`config.mk`:
```
export PLATFORM = sky130hd
export DESIGN_NAME = fabosc_clk_monitor
export DESIGN_NICKNAME = d
export VERILOG_FILES = /design/src/rtl/fabosc_clk_monitor.sv
export SDC_FILE = /design/constraint.sdc
export NUM_CORES = 1
export LEC_CHECK = 0
export ABC_AREA = 0
export ABC_CLOCK_PERIOD_IN_PS = 8200
export CAP_MARGIN = 10
export CORE_AREA = 2 2 122 124
export DETAILED_ROUTE_END_ITERATION = 12
export DIE_AREA = 0 0 124 126
export PLACE_DENSITY = 0.61
export SYNTH_ARGS = -nofsm -noshare
export SYNTH_HDL_FRONTEND = slang
export SYNTH_SLANG_ARGS = --single-unit
```
`constraint.sdc`:
```
create_clock -name CLK -period 8.2 [get_ports CLK]
set_input_delay 1.23 -clock CLK [delete_from_list [all_inputs] [get_ports CLK]]
set_output_delay 1.23 -clock CLK [all_outputs]
set_load 0.005 [all_outputs]
```
`src/rtl/fabosc_clk_monitor.sv`:
```
// Fabric-oscillator frequency monitor and reset sequencer: counts synchronized MON_CLK
// edges per fixed window and releases fabric reset only while the count stays in range.
module fabosc_clk_monitor #(
  parameter int WINDOW_CYCLES = 5000,
  parameter int COUNT_LO      = 95,
  parameter int COUNT_HI      = 105,
  parameter int GOOD_WINDOWS  = 4,
  parameter int WARMUP_CYCLES = 50000,
  parameter int CNT_W         = 16
) (
  input  logic             CLK,
  input  logic             RESET,
  input  logic             MON_CLK,
  input  logic             ENABLE,
  input  logic             FAULT_CLR,
  output logic             CLK_OK,
  output logic             FAB_RESET_N,
  output logic             FAULT,
  output logic [CNT_W-1:0] LAST_COUNT,
  output logic [2:0]       STATE
);

  localparam logic [2:0] S_IDLE = 3'd0;
  localparam logic [2:0] S_WARM = 3'd1;
  localparam logic [2:0] S_QUAL = 3'd2;
  localparam logic [2:0] S_RUN  = 3'd3;
  localparam logic [2:0] S_FLT  = 3'd4;

  localparam logic [CNT_W-1:0] WIN_LAST  = CNT_W'(WINDOW_CYCLES - 1);
  localparam logic [CNT_W-1:0] WARM_LAST = CNT_W'(WARMUP_CYCLES - 1);
  localparam logic [CNT_W-1:0] CNT_LO_V  = CNT_W'(COUNT_LO);
  localparam logic [CNT_W-1:0] CNT_HI_V  = CNT_W'(COUNT_HI);
  localparam logic [CNT_W-1:0] GOOD_N    = CNT_W'(GOOD_WINDOWS);
  localparam logic [CNT_W-1:0] CNT_MAX   = {CNT_W{1'b1}};
  localparam logic [CNT_W-1:0] ONE       = CNT_W'(1);

  logic             sync1_q, sync1_d, sync2_q, sync2_d, hist_q, hist_d;
  logic [2:0]       state_q, state_d;
  logic [CNT_W-1:0] warm_cnt_q, warm_cnt_d;
  logic [CNT_W-1:0] win_cnt_q, win_cnt_d;
  logic [CNT_W-1:0] edge_cnt_q, edge_cnt_d;
  logic [CNT_W-1:0] good_cnt_q, good_cnt_d;
  logic [CNT_W-1:0] last_count_q, last_count_d;
  logic             fault_q, fault_d;
  logic             clk_ok_q, clk_ok_d;

  logic             mon_edge, win_last, warm_last, win_good, win_dead, fault_set;
  logic [CNT_W-1:0] cnt_total, good_inc;

  // MON_CLK is asynchronous: two-flop synchronizer plus a history flop for edge detect
  always_comb begin
    sync1_d  = MON_CLK;
    sync2_d  = sync1_q;
    hist_d   = sync2_q;
    mon_edge = sync2_q & ~hist_q;
  end

  // Window arithmetic; cnt_total already includes an edge seen this cycle
  always_comb begin
    win_last  = (win_cnt_q == WIN_LAST);
    warm_last = (warm_cnt_q == WARM_LAST);
    cnt_total = (mon_edge && edge_cnt_q != CNT_MAX) ? edge_cnt_q + ONE : edge_cnt_q;
    win_good  = (cnt_total >= CNT_LO_V) && (cnt_total <= CNT_HI_V);
    win_dead  = (cnt_total == '0);
    good_inc  = good_cnt_q + ONE;
  end

  always_ff @(posedge CLK or posedge RESET) begin
    if (RESET) begin
      state_q <= S_IDLE;
    end else begin
      state_q <= state_d;
    end
  end

  always_comb begin
    state_d = state_q;
    if (!ENABLE) begin
      state_d = S_IDLE;
    end else begin
      case (state_q)
        S_IDLE: state_d = S_WARM;
        S_WARM: if (warm_last) state_d = S_QUAL;
        S_QUAL: if (win_last && win_good && good_inc == GOOD_N) state_d = S_RUN;
        S_RUN:  if (win_last && !win_good) state_d = S_FLT;
        S_FLT:  state_d = S_QUAL;
        default: state_d = S_IDLE;
      endcase
    end
  end

  // Counters default to cleared; only the active phase keeps them moving
  always_comb begin
    warm_cnt_d   = '0;
    win_cnt_d    = '0;
    edge_cnt_d   = '0;
    good_cnt_d   = good_cnt_q;
    last_count_d = last_count_q;
    fault_set    = 1'b0;
    if (!ENABLE) begin
      good_cnt_d = '0;
    end else begin
      case (state_q)
        S_WARM: begin
          if (!warm_last) warm_cnt_d = warm_cnt_q + ONE;
        end
        S_QUAL, S_RUN: begin
          if (win_last) begin
            last_count_d = cnt_total;
            if (state_q == S_QUAL) begin
              fault_set  = win_dead;
              good_cnt_d = win_good ? good_inc : '0;
              if (win_good && good_inc == GOOD_N) good_cnt_d = '0;
            end else begin
              fault_set = !win_good;
            end
          end else begin
            win_cnt_d  = win_cnt_q + ONE;
            edge_cnt_d = cnt_total;
          end
        end
        default: good_cnt_d = '0;
      endcase
    end
  end

  // Output decode works on the next state so CLK_OK tracks STATE on the same edge
  always_comb begin
    clk_ok_d = (state_d == S_RUN);
    if (fault_set)      fault_d = 1'b1;
    else if (FAULT_CLR) fault_d = 1'b0;
    else                fault_d = fault_q;
  end

  always_ff @(posedge CLK or posedge RESET) begin
    if (RESET) begin
      sync1_q      <= 1'b0;
      sync2_q      <= 1'b0;
      hist_q       <= 1'b0;
      warm_cnt_q   <= '0;
      win_cnt_q    <= '0;
      edge_cnt_q   <= '0;
      good_cnt_q   <= '0;
      last_count_q <= '0;
      fault_q      <= 1'b0;
      clk_ok_q     <= 1'b0;
    end else begin
      sync1_q      <= sync1_d;
      sync2_q      <= sync2_d;
      hist_q       <= hist_d;
      warm_cnt_q   <= warm_cnt_d;
      win_cnt_q    <= win_cnt_d;
      edge_cnt_q   <= edge_cnt_d;
      good_cnt_q   <= good_cnt_d;
      last_count_q <= last_count_d;
      fault_q      <= fault_d;
      clk_ok_q     <= clk_ok_d;
    end
  end

  assign CLK_OK      = clk_ok_q;
  assign FAB_RESET_N = clk_ok_q;
  assign FAULT       = fault_q;
  assign LAST_COUNT  = last_count_q;
  assign STATE       = state_q;

endmodule

```
==> run_results.csv, run 1 <==
group,metric,value,unit
status,outcome,"complete, no violations",
cells_and_area,fin_cells,750,
cells_and_area,final_util,39.3,%
place,gp_congestion,0.839,
cells_and_area,drive_gt1_share,6.89,%
sta,max_freq,238,MHz
global_routing,grt_pass1_vias,3855,
die,coreArea,14300,sq um
clock_network,cts_setup_buffers,0,
worst_setup_path,worstPathArrival,4.42,ns
synth,synth.distinct_cells,63,
clock_network,hold_buffers,0,
synth,yosys.area.top_type,"dfrtp_1",
route,vias,4051,
sta,skew,0.0101,ns
worst_setup_path,critical_path_buf_inv_count,1,
die,core.rowCount,44,
clock_network,clkLatencyLatePin,0.34,ns
route,ant_nets,0,
clock_network,clk_pin_slew,0.06,ns
place,dp_cells,732,
route,totalWireLength,11.0,mm
run,cap_violations,0,
place,place_hpwl,7.57,mm
clock_network,htreeDepth,3,
worst_setup_path,start_kind,"input port",
die,die_y,126,microns
synth,yosys_register_bits,88,
sta,fin_crit_sh,51.2,%
synth,ys_top_cells_by_count,"88 x dfrtp_1, 72 x nor2_1, 65 x nand2_1",
clock_network,ctsRootBufferMaster,"clkbuf_16",
die,io_pins,27,
worst_setup_path,critical-path-slowest-cell,"nand2_1",
worst_setup_path,cpMostUsedCell,"nand2_1",
die,die_area,15600,sq um
synth,synth_seq_area_share,45.0,%
sta,finalMaxSlewViolations,0,
cells_and_area,syn_to_final_growth,15.0,%
synth,synth.avg_cell_area,8.93,sq um
synth,synth.most_common_cell,"dfrtp_1",
synth,syn_nets,557,
sta,min_period,4.20,ns
worst_setup_path,critPathKind,"in2reg",
synth,yosys-top-cells-area,"dfrtp_1 45%, nor2_1 5.5%, nand2_1 5.0%",
pwr,p_total,880,uW
synth,synth_ff_type,"dfrtp_1",
worst_setup_path,crit_chain,"clkdlybuf4s50_1, nor2b_1, and2_1, nand2_1, nand2_1, nor3_1, a21oi_1, nor2_1, a22o_1",
clock_network,post_cts_resized,0,
sta,rsz0062_at_grt,"false",
pwr,p_per_area,156,nW/um^2
global_routing,overflow,0,
synth,yosysWarningCount,0,
clock_network,cts.sinks,88,
place,place.port_buffers,26,
worst_setup_path,path_delay_family,"simple AND/OR/NAND/NOR gates",
route,drt_first_pass_iters,4,
global_routing,grt_antenna_before_repair,0,
global_routing,grt_pass1_wl,19.1,mm
worst_setup_path,crit_required,8.43,ns
synth,postSynth.asyncResetShare,100,%
clock_network,cts_max_path_buffers,2,
min_path,hp-class,"reg2reg",
synth,synth_top_area_share,45.0,%
cells_and_area,nets,570,
sta,slew_headroom,25.2,%
worst_setup_path,worstPathMaxFanout,32,
synth,syn-instance-count,548,
clock_network,cts_tree,"done",
synth,synth_edf_count,0,
sta,fin_tns_setup,0,ns
worst_setup_path,critPathMaxStageDelay,0.97,ns
route,wire_per_inst,14.7,microns
pwr,irDropWorstVdd,92.4,uV
route,drtIter0Drc,398,
sta,setup_viol,0,
route,via_per_inst,5.40,
die,die_w,124,microns
sta,worst_pin_slew,1.12,ns
global_routing,grt_max_degree,89,
sta,hold_violations,0,
worst_setup_path,endpoint_kind,"flop",
route,drcViolationCount,0,
cells_and_area,num_antenna_cells,0,
synth,syn_area,4900,sq um
pwr,p_leak,0.00220,uW
clock_network,cts_buffers,9,
global_routing,track_usage,15.1,%
die,start_util,34.2,%
==> report_power, final <==
| group | switching (uW) | internal (uW) | leakage, uW |
|---|---|---|---|
| Combinational | 16.0 | 6.27 | 0.000837 |
| Clock | 169 | 252 | 0.000148 |
| Sequential | 1.73 | 436 | 0.00122 |
==> path summary, 6_finish.rpt <==
check                      slack, ns        endpoint  depth (start not counted)           from
max in group asynchronous       6.27  LAST_COUNT[10]                          4          RESET
setup / recovery                4.00  good_cnt_q[14]                          9         ENABLE
min in group asynchronous       1.32   warm_cnt_q[0]                          3          RESET
hold reg to reg                 0.36          hist_d                          0        sync1_q
setup reg to reg                4.39  good_cnt_q[13]                          9  edge_cnt_q[0]
hold / removal                  0.36          hist_d                          0        sync1_q
==> state kept, by name (all words and copies together), names as in the netlist <==
signal      count
sync1_q         1
LAST_COUNT     16
FAULT           1
hist_q          1
warm_cnt_q     16
hist_d          1
CLK_OK          1
good_cnt_q     16
win_cnt_q      16
STATE           3
edge_cnt_q     16
==> kinds of logic after synthesis <==
family | Yosys count | synth area share, %
flip-flops | 88 | 45.0
adder cells (fa/ha/maj) | 4 | 1.02
AO/OA/AOI/OAI | 78 | 10.6
AND/OR/NAND/NOR | 291 | 31.6
XOR/XNOR | 43 | 7.69
multiplexers | 4 | 0.843
buffers and inverters | 40 | 3.35
==> through the flow <==
stage / worst slack (ns) / hold WS [ns] / instance area [sq um]
2_1_floorplan: 4.69 / 0.331 / 4900
3_3_place_gp: 3.76 / 0.331 / 5290
3_5_place_dp: 3.67 / 0.347 / 5290
4_1_cts: 3.97 / 0.361 / 5600
5_1_grt: 3.66 / 0.365 / 5630
6_report: 4.00 / 0.356 / 5630
==> layout make-up <==
type                    count  area, sq um
repair buffers             31          318
fillers                  1437         8680
clock inverters             5         55.1
well taps                 184          230
multi-input cells         420         2530
inverters                  11         42.5
flip-flops and latches     88         2200
clock buffers              11          253
==> cells in the final DEF, fill, tap and decap left out, types with 7 or more instances in the layout <==
| master | instances |
|---|---|
| xnor2_1 | 24 |
| nand3_1 | 34 |
| nand4_1 | 10 |
| a21oi_1 | 9 |
| dfrtp_1 | 88 |
| clkdlybuf4s50_1 | 26 |
| o211ai_1 | 9 |
| and2_1 | 11 |
| nor2b_1 | 7 |
| xor2_1 | 19 |
| nor3_1 | 20 |
| nor2_1 | 72 |
| or3_1 | 7 |
| and3_1 | 19 |
| nor4_1 | 9 |
| nand2_1 | 65 |
| o21ai_0 | 25 |
| clkbuf_16 | 9 |
| inv_1 | 10 |
==> routing by layer <==
metal	vias to the layer above	track usage (%)	routed length [microns]
li1	1967	-	-
met1	1978	20.7	5260
met2	91	23.9	5210
met3	15	3.67	438
met4	0	3.70	130
met5	-	0	0
Power figures use the tool's default switching activity.
==> inputs of run 2 (changes only) <==
--- a/config.mk
+++ b/config.mk
@@ -6,12 +6,12 @@
 export NUM_CORES = 1
 export LEC_CHECK = 0
 export ABC_AREA = 0
-export ABC_CLOCK_PERIOD_IN_PS = 8200
+export ABC_CLOCK_PERIOD_IN_PS = 3500
 export CAP_MARGIN = 10
 export CORE_AREA = 2 2 122 124
 export DETAILED_ROUTE_END_ITERATION = 12
 export DIE_AREA = 0 0 124 126
-export PLACE_DENSITY = 0.61
+export PLACE_DENSITY = 0.62
 export SYNTH_ARGS = -nofsm -noshare
 export SYNTH_HDL_FRONTEND = slang
 export SYNTH_SLANG_ARGS = --single-unit
==> constraint.sdc (replaced) <==
create_clock -name CLK -period 3.5 [get_ports CLK]
set_input_delay 0.525 -clock CLK [delete_from_list [all_inputs] [get_ports CLK]]
set_output_delay 0.525 -clock CLK [all_outputs]
set_load 0.005 [all_outputs]
==> run 2 against run 1 <==
Register-to-register slack got worse by 4.0 ns; die area unchanged; sequential cell count unchanged; final cell count grew 2.1%; wire length increased by 1.0%; largest cell class unchanged; worst hold slack worse by 0.0062 ns; clock power up 130%.
==> run_results.csv, run 2 (synthesis results as in run 1) <==
group,metric,value,unit
clock_network,ctsRootBufferMaster,"clkbuf_16",
global_routing,grt_antenna_before_repair,0,
global_routing,grt_pass1_vias,4037,
sta,finalMaxSlewViolations,0,
pwr,pwr-share-seq,50.3,%
worst_setup_path,crit_required,3.72,ns
worst_setup_path,crit_start,"edge_cnt_q[0]",
route,via_per_inst,5.38,
place,gp_congestion,0.872,
sta,fin_crit_sh,89.9,%
die,die_y,126,microns
global_routing,track_usage,15.4,%
pwr,p_comb_share,2.6,%
sta,min_period,3.15,ns
route,totalWireLength,11.2,mm
worst_setup_path,start_kind,"flop",
worst_setup_path,worstPathArrival,3.37,ns
route,wire_per_inst,14.6,microns
clock_network,cts_tree,"done",
sta,worst_pin_slew,0.613,ns
cells_and_area,final_util,40.1,%
clock_network,cts.sinks,88,
worst_setup_path,worstPathMaxFanout,9,
pwr,pwr-share-clk,47.1,%
route,drtIter0Drc,274,
pwr,net-switching-power,433,uW
pwr,irDropWorstVdd,266,uV
clock_network,cts_max_path_buffers,2,
place,place_hpwl,8.16,mm
route,vias,4121,
route,drcViolationCount,0,
global_routing,grt_max_degree,37,
cells_and_area,final_cell_mix,"88 x dfrtp_1, 72 x nor2_1, 65 x nand2_1",
clock_network,htreeDepth,3,
sta,max_freq,318,MHz
place,dp_cells,749,
place,place.port_buffers,26,
cells_and_area,num_antenna_cells,0,
route,ant_nets,0,
pwr,p_leak,0.00230,uW
status,outcome,"complete, no violations",
clock_network,clk_pin_slew,0.06,ns
cells_and_area,mostFrequentLayoutCell,"dfrtp_1",
pwr,p_sw_share,21.3,%
die,die_w,124,microns
clock_network,cts_buffers,9,
cells_and_area,syn_to_final_growth,17.3,%
die,start_util,34.2,%
worst_setup_path,critPathKind,"reg2reg",
cells_and_area,nets,587,
min_path,worstHoldStart,"sync1_q",
sta,fin_tns_setup,0,ns
sta,hold_violations,0,
pwr,power.internal,1600,uW
clock_network,clkLatencyLatePin,0.34,ns
die,io_pins,27,
sta,setup_viol,0,
cells_and_area,fin_area,5740,sq um
pwr,p_total,2040,uW
sta,skew,0.00708,ns
pwr,p_per_area,355,nW/um^2
min_path,hp-class,"reg2reg",
global_routing,grt_pass1_wl,19.3,mm
cells_and_area,drive_gt1_share,9.62,%
worst_setup_path,endpoint_kind,"flop",
worst_setup_path,r2r_start,"edge_cnt_q[0]",
route,drt_first_pass_iters,5,
sta,slew_headroom,59.1,%
sta,rsz0062_at_grt,"false",
die,coreArea,14300,sq um
run,cap_violations,0,
cells_and_area,fin_cells,766,
die,core.rowCount,44,
place,place_area,5420,sq um
global_routing,overflow,0,
die,die_area,15600,sq um
## run 2: cell types whose count changed in the layout (fill, tap and decap cells not counted), sizes merged
cell,change
buf,+17
clkinv,+2
clkinvlp,-2
clkbuf,-1
## run 2: worst paths after layout
kind / endpoint / slack [ns] / cells after the start
worst max-delay path: FAULT / 0.35 / 10
worst min-delay path: hist_d / 0.35 / 0
worst max register to register: FAULT / 0.35 / 10
worst min register to register: hist_d / 0.35 / 0
max in group asynchronous: edge_cnt_q[7] / 2.13 / 3
min in group asynchronous: win_cnt_q[4] / 0.58 / 2
## run 2: metrics by stage
stage,hold WS [ns],worst slack [ns]
after detailed placement,0.340,0.209
after floorplan,0.331,0.439
after global placement,0.333,0.253
after global routing,0.367,0.120
after CTS,0.354,0.185
final,0.350,0.354
## run 2: final cells by class
cell class,count,area [sq um]
clock buffer,10,239
clock inverter,5,57.6
fill,1427,8570
inverter,11,42.5
multi-input combinational,420,2550
sequential,88,2200
tap,184,230
timing repair buffer,48,425
## run 2: what timing repair did
action | in CTS | in global routing
setup endpoints to repair | 0 | 4
hold buffers | 0 | 0
buffers inserted | 0 | 2
gates resized for setup | 0 | 2
## run 2: per-layer routing
metal | up-vias | track usage, % | wire (microns) | part of all wire (%)
met5 | - | 0 | 0 | 0
met4 | 0 | 4.96 | 196 | 1.8
met3 | 21 | 4.62 | 530 | 4.8
met2 | 100 | 24.5 | 5330 | 48
met1 | 2008 | 20.1 | 5090 | 46
li1 | 1992 | - | - | -
## run 2: power by group through the flow
stage / combinational (uW) / sequential, uW / clock [uW]
final: 52.0 / 1020 / 960
after global routing: 60.2 / 1020 / 1030
after CTS: 54.8 / 1020 / 992
after detailed placement: 54.2 / 1040 / 0
after global placement: 53.4 / 1040 / 0
after floorplan: 33.2 / 1040 / 0
## run 2: critical path: stages, from the launching register on
cell and delay (ns):
dfrtp_1 0.50, ha_1 0.23, nand4_1 0.18, or4_4 0.57, nand4_2 0.14, xnor2_1 0.08, or4_4 0.59, nor4_4 0.14
buf_4 0.19, nor2_2 0.05, or3_1 0.36
==> inputs of run 3 (changes only) <==
--- a/config.mk
+++ b/config.mk
@@ -9,8 +9,10 @@
 export ABC_CLOCK_PERIOD_IN_PS = 3500
 export CAP_MARGIN = 10
 export CORE_AREA = 2 2 122 124
+export CTS_CLUSTER_DIAMETER = 200
 export DETAILED_ROUTE_END_ITERATION = 12
 export DIE_AREA = 0 0 124 126
+export GPL_TIMING_DRIVEN = 0
 export PLACE_DENSITY = 0.62
 export SYNTH_ARGS = -nofsm -noshare
 export SYNTH_HDL_FRONTEND = slang
==> run 3 against run 2 <==
Clock power grew 9%; count of clock-buffer cells in the layout grew 1; worst hold slack improved by 0.011 ns; largest cell class unchanged; sequential cell count unchanged; power up 4.4%; wire length up 2.9%; largest power group is now clock; highest routed layer unchanged; final cell count grew 1.6%; global-route usage increased by 0.057 points; sequential power barely moved; utilization grew 0.45 points.
==> run_results.csv, run 3 (synthesis results as in run 1) <==
group,metric,value,unit
cells_and_area,fill_cells,1455,
route,vias,4158,
worst_setup_path,crit_path_end,"good_cnt_q[6]",
sta,hold_violations,0,
place,gp_congestion,0.909,
sta,fin_tns_setup,0,ns
cells_and_area,num_antenna_cells,0,
worst_setup_path,reg2regPathDepth,11,
clock_network,clkLatencyLatePin,0.34,ns
worst_setup_path,worstPathMaxFanout,10,
pwr,p_sw_share,20.9,%
worst_setup_path,r2r_slack,0.19,ns
sta,skew,0.00589,ns
route,drcViolationCount,0,
cells_and_area,nets,598,
sta,fin_crit_sh,94.6,%
clock_network,hold_buffers,0,
worst_setup_path,critical-path-slowest-cell,"or4_4",
cells_and_area,final_cell_mix,"87 x dfrtp_1, 72 x nor2_1, 65 x nand2_1",
route,ant_nets,0,
global_routing,overflow,0,
route,drtIter0Drc,370,
die,coreArea,14300,sq um
route,wire_per_inst,14.7,microns
place,place_hpwl,8.00,mm
status,outcome,"complete, no violations",
global_routing,grt_antenna_before_repair,0,
route,via_per_inst,5.34,
worst_setup_path,endpoint_kind,"flop",
sta,min_period,3.31,ns
sta,setup_viol,0,
cells_and_area,multi_input_area,2570,sq um
clock_network,cts.sinks,88,
worst_setup_path,r2r_start,"edge_cnt_q[1]",
pwr,pwr-share-clk,49.3,%
die,die_y,126,microns
route,drt_first_pass_iters,5,
die,start_util,34.2,%
pwr,irDropWorstVdd,211,uV
clock_network,cts_tree,"done",
clock_network,cts_max_path_buffers,2,
clock_network,cts_buffers,9,
pwr,p_leak,0.00231,uW
worst_setup_path,start_kind,"flop",
die,die_w,124,microns
sta,max_freq,302,MHz
worst_setup_path,crit_required,3.74,ns
worst_setup_path,crit_start,"edge_cnt_q[1]",
die,io_pins,27,
pwr,power.internal,1680,uW
run,cap_violations,0,
sta,slew_headroom,50.2,%
route,totalWireLength,11.5,mm
cells_and_area,regArea,2200,sq um
pwr,net-switching-power,445,uW
global_routing,track_usage,15.5,%
worst_setup_path,worstPathArrival,3.55,ns
place,place.port_buffers,26,
worst_setup_path,critPathKind,"reg2reg",
sta,worst_pin_slew,0.739,ns
cells_and_area,syn_to_final_growth,18.6,%
worst_setup_path,crit_chain,"ha_1, buf_2, nand4_1, or4_4, nand4_2, xnor2_1, or4_4, nor4b_4, buf_2, a32oi_1, o31ai_1",
clock_network,ctsRootBufferMaster,"clkbuf_16",
die,core.rowCount,44,
sta,finalMaxSlewViolations,0,
global_routing,grt_max_degree,55,
sta,rsz0062_at_grt,"false",
global_routing,grt_pass1_wl,19.5,mm
worst_setup_path,critPathMaxStageDelay,0.60,ns
cells_and_area,drive_gt1_share,8.92,%
min_path,hp-class,"reg2reg",
pwr,p_total,2130,uW
pwr,p_comb_share,2.6,%
pwr,pwr-share-seq,48.2,%
pwr,p_per_area,366,nW/um^2
worst_setup_path,r2r-end,"good_cnt_q[6]",
global_routing,grt_pass1_vias,3959,
cells_and_area,mostFrequentLayoutCell,"dfrtp_1",
die,die_area,15600,sq um
clock_network,clk_pin_slew,0.06,ns
clock_network,htreeDepth,3,
[run 3: cell types whose count changed in the layout (fill, tap and decap cells not counted), moves of 2 or more]
cell,delta
clkinv_4,-2
clkbuf_1,+19
buf_2,+8
buf_4,-18
[run 3: worst min path at each step]
stage | start | to | slack, ns | depth (start not counted)
finish | sync1_q | hist_d | 0.36 | 0
global route | sync1_q | hist_d | 0.37 | 0
CTS | sync1_q | hist_d | 0.37 | 0
detailed placement | sync1_q | hist_d | 0.35 | 0
global placement | sync1_q | hist_d | 0.33 | 0
floorplan | sync1_q | hist_d | 0.33 | 0
[run 3: final cells by class]
class	instances	area share, %
flip-flops and latches	88	37.9
multi-input cells	420	44.3
clock buffers	11	4.18
well taps	184	3.96
repair buffers	30	5.34
inverters	11	0.754
plain buffers	29	2.13
clock inverters	5	1.36
[run 3: worst max-delay path: cells and delay by family, from the launching register on]
family,cells,cell delay [ns]
XOR/XNOR,1,0.09
adder cells (fa/ha/maj),1,0.16
AND/OR/NAND/NOR,5,1.78
AO/OA/AOI/OAI,2,0.23
buffers and inverters,2,0.51
flip-flops,1,0.43
[run 3: through the flow]
| stage | hold WS, ns | instance area [sq um] | cells | utilization (%) | worst slack, ns |
|---|---|---|---|---|---|
| after global placement | 0.331 | 5390 | 758 | 37.6 | -0.660 |
| final | 0.362 | 5810 | 778 | 40.6 | 0.189 |
| after global routing | 0.368 | 5810 | 778 | 40.6 | 0.0167 |
| after CTS | 0.369 | 5750 | 775 | 40.2 | 0.000652 |
| after floorplan | 0.331 | 4900 | 548 | - | 0.439 |
| after detailed placement | 0.355 | 5420 | 759 | 37.8 | -0.203 |
[run 3: power by group through the flow]
stage	Clock [uW]	Combinational, uW	Sequential [uW]
after global placement	0	50.2	1040
after detailed placement	0	55.6	1040
after CTS	1070	55.9	1020
final	1050	54.3	1020
after global routing	1130	62.1	1020
after floorplan	0	33.2	1040
[run 3: repair_timing]
item	CTS	global route
setup endpoints to repair	17	17
resized for setup	2	8
setup buffers	0	3
pin swaps	1	3
[run 3: metal layers]
layer	vias up	track usage (%)	routed length, microns	part of all wire [%]
li1	2016	-	-	-
met1	2032	21.0	5290	46
met2	101	24.7	5550	48
met3	9	4.08	573	5.0
met4	0	3.57	64	0.56
met5	-	0	0	0
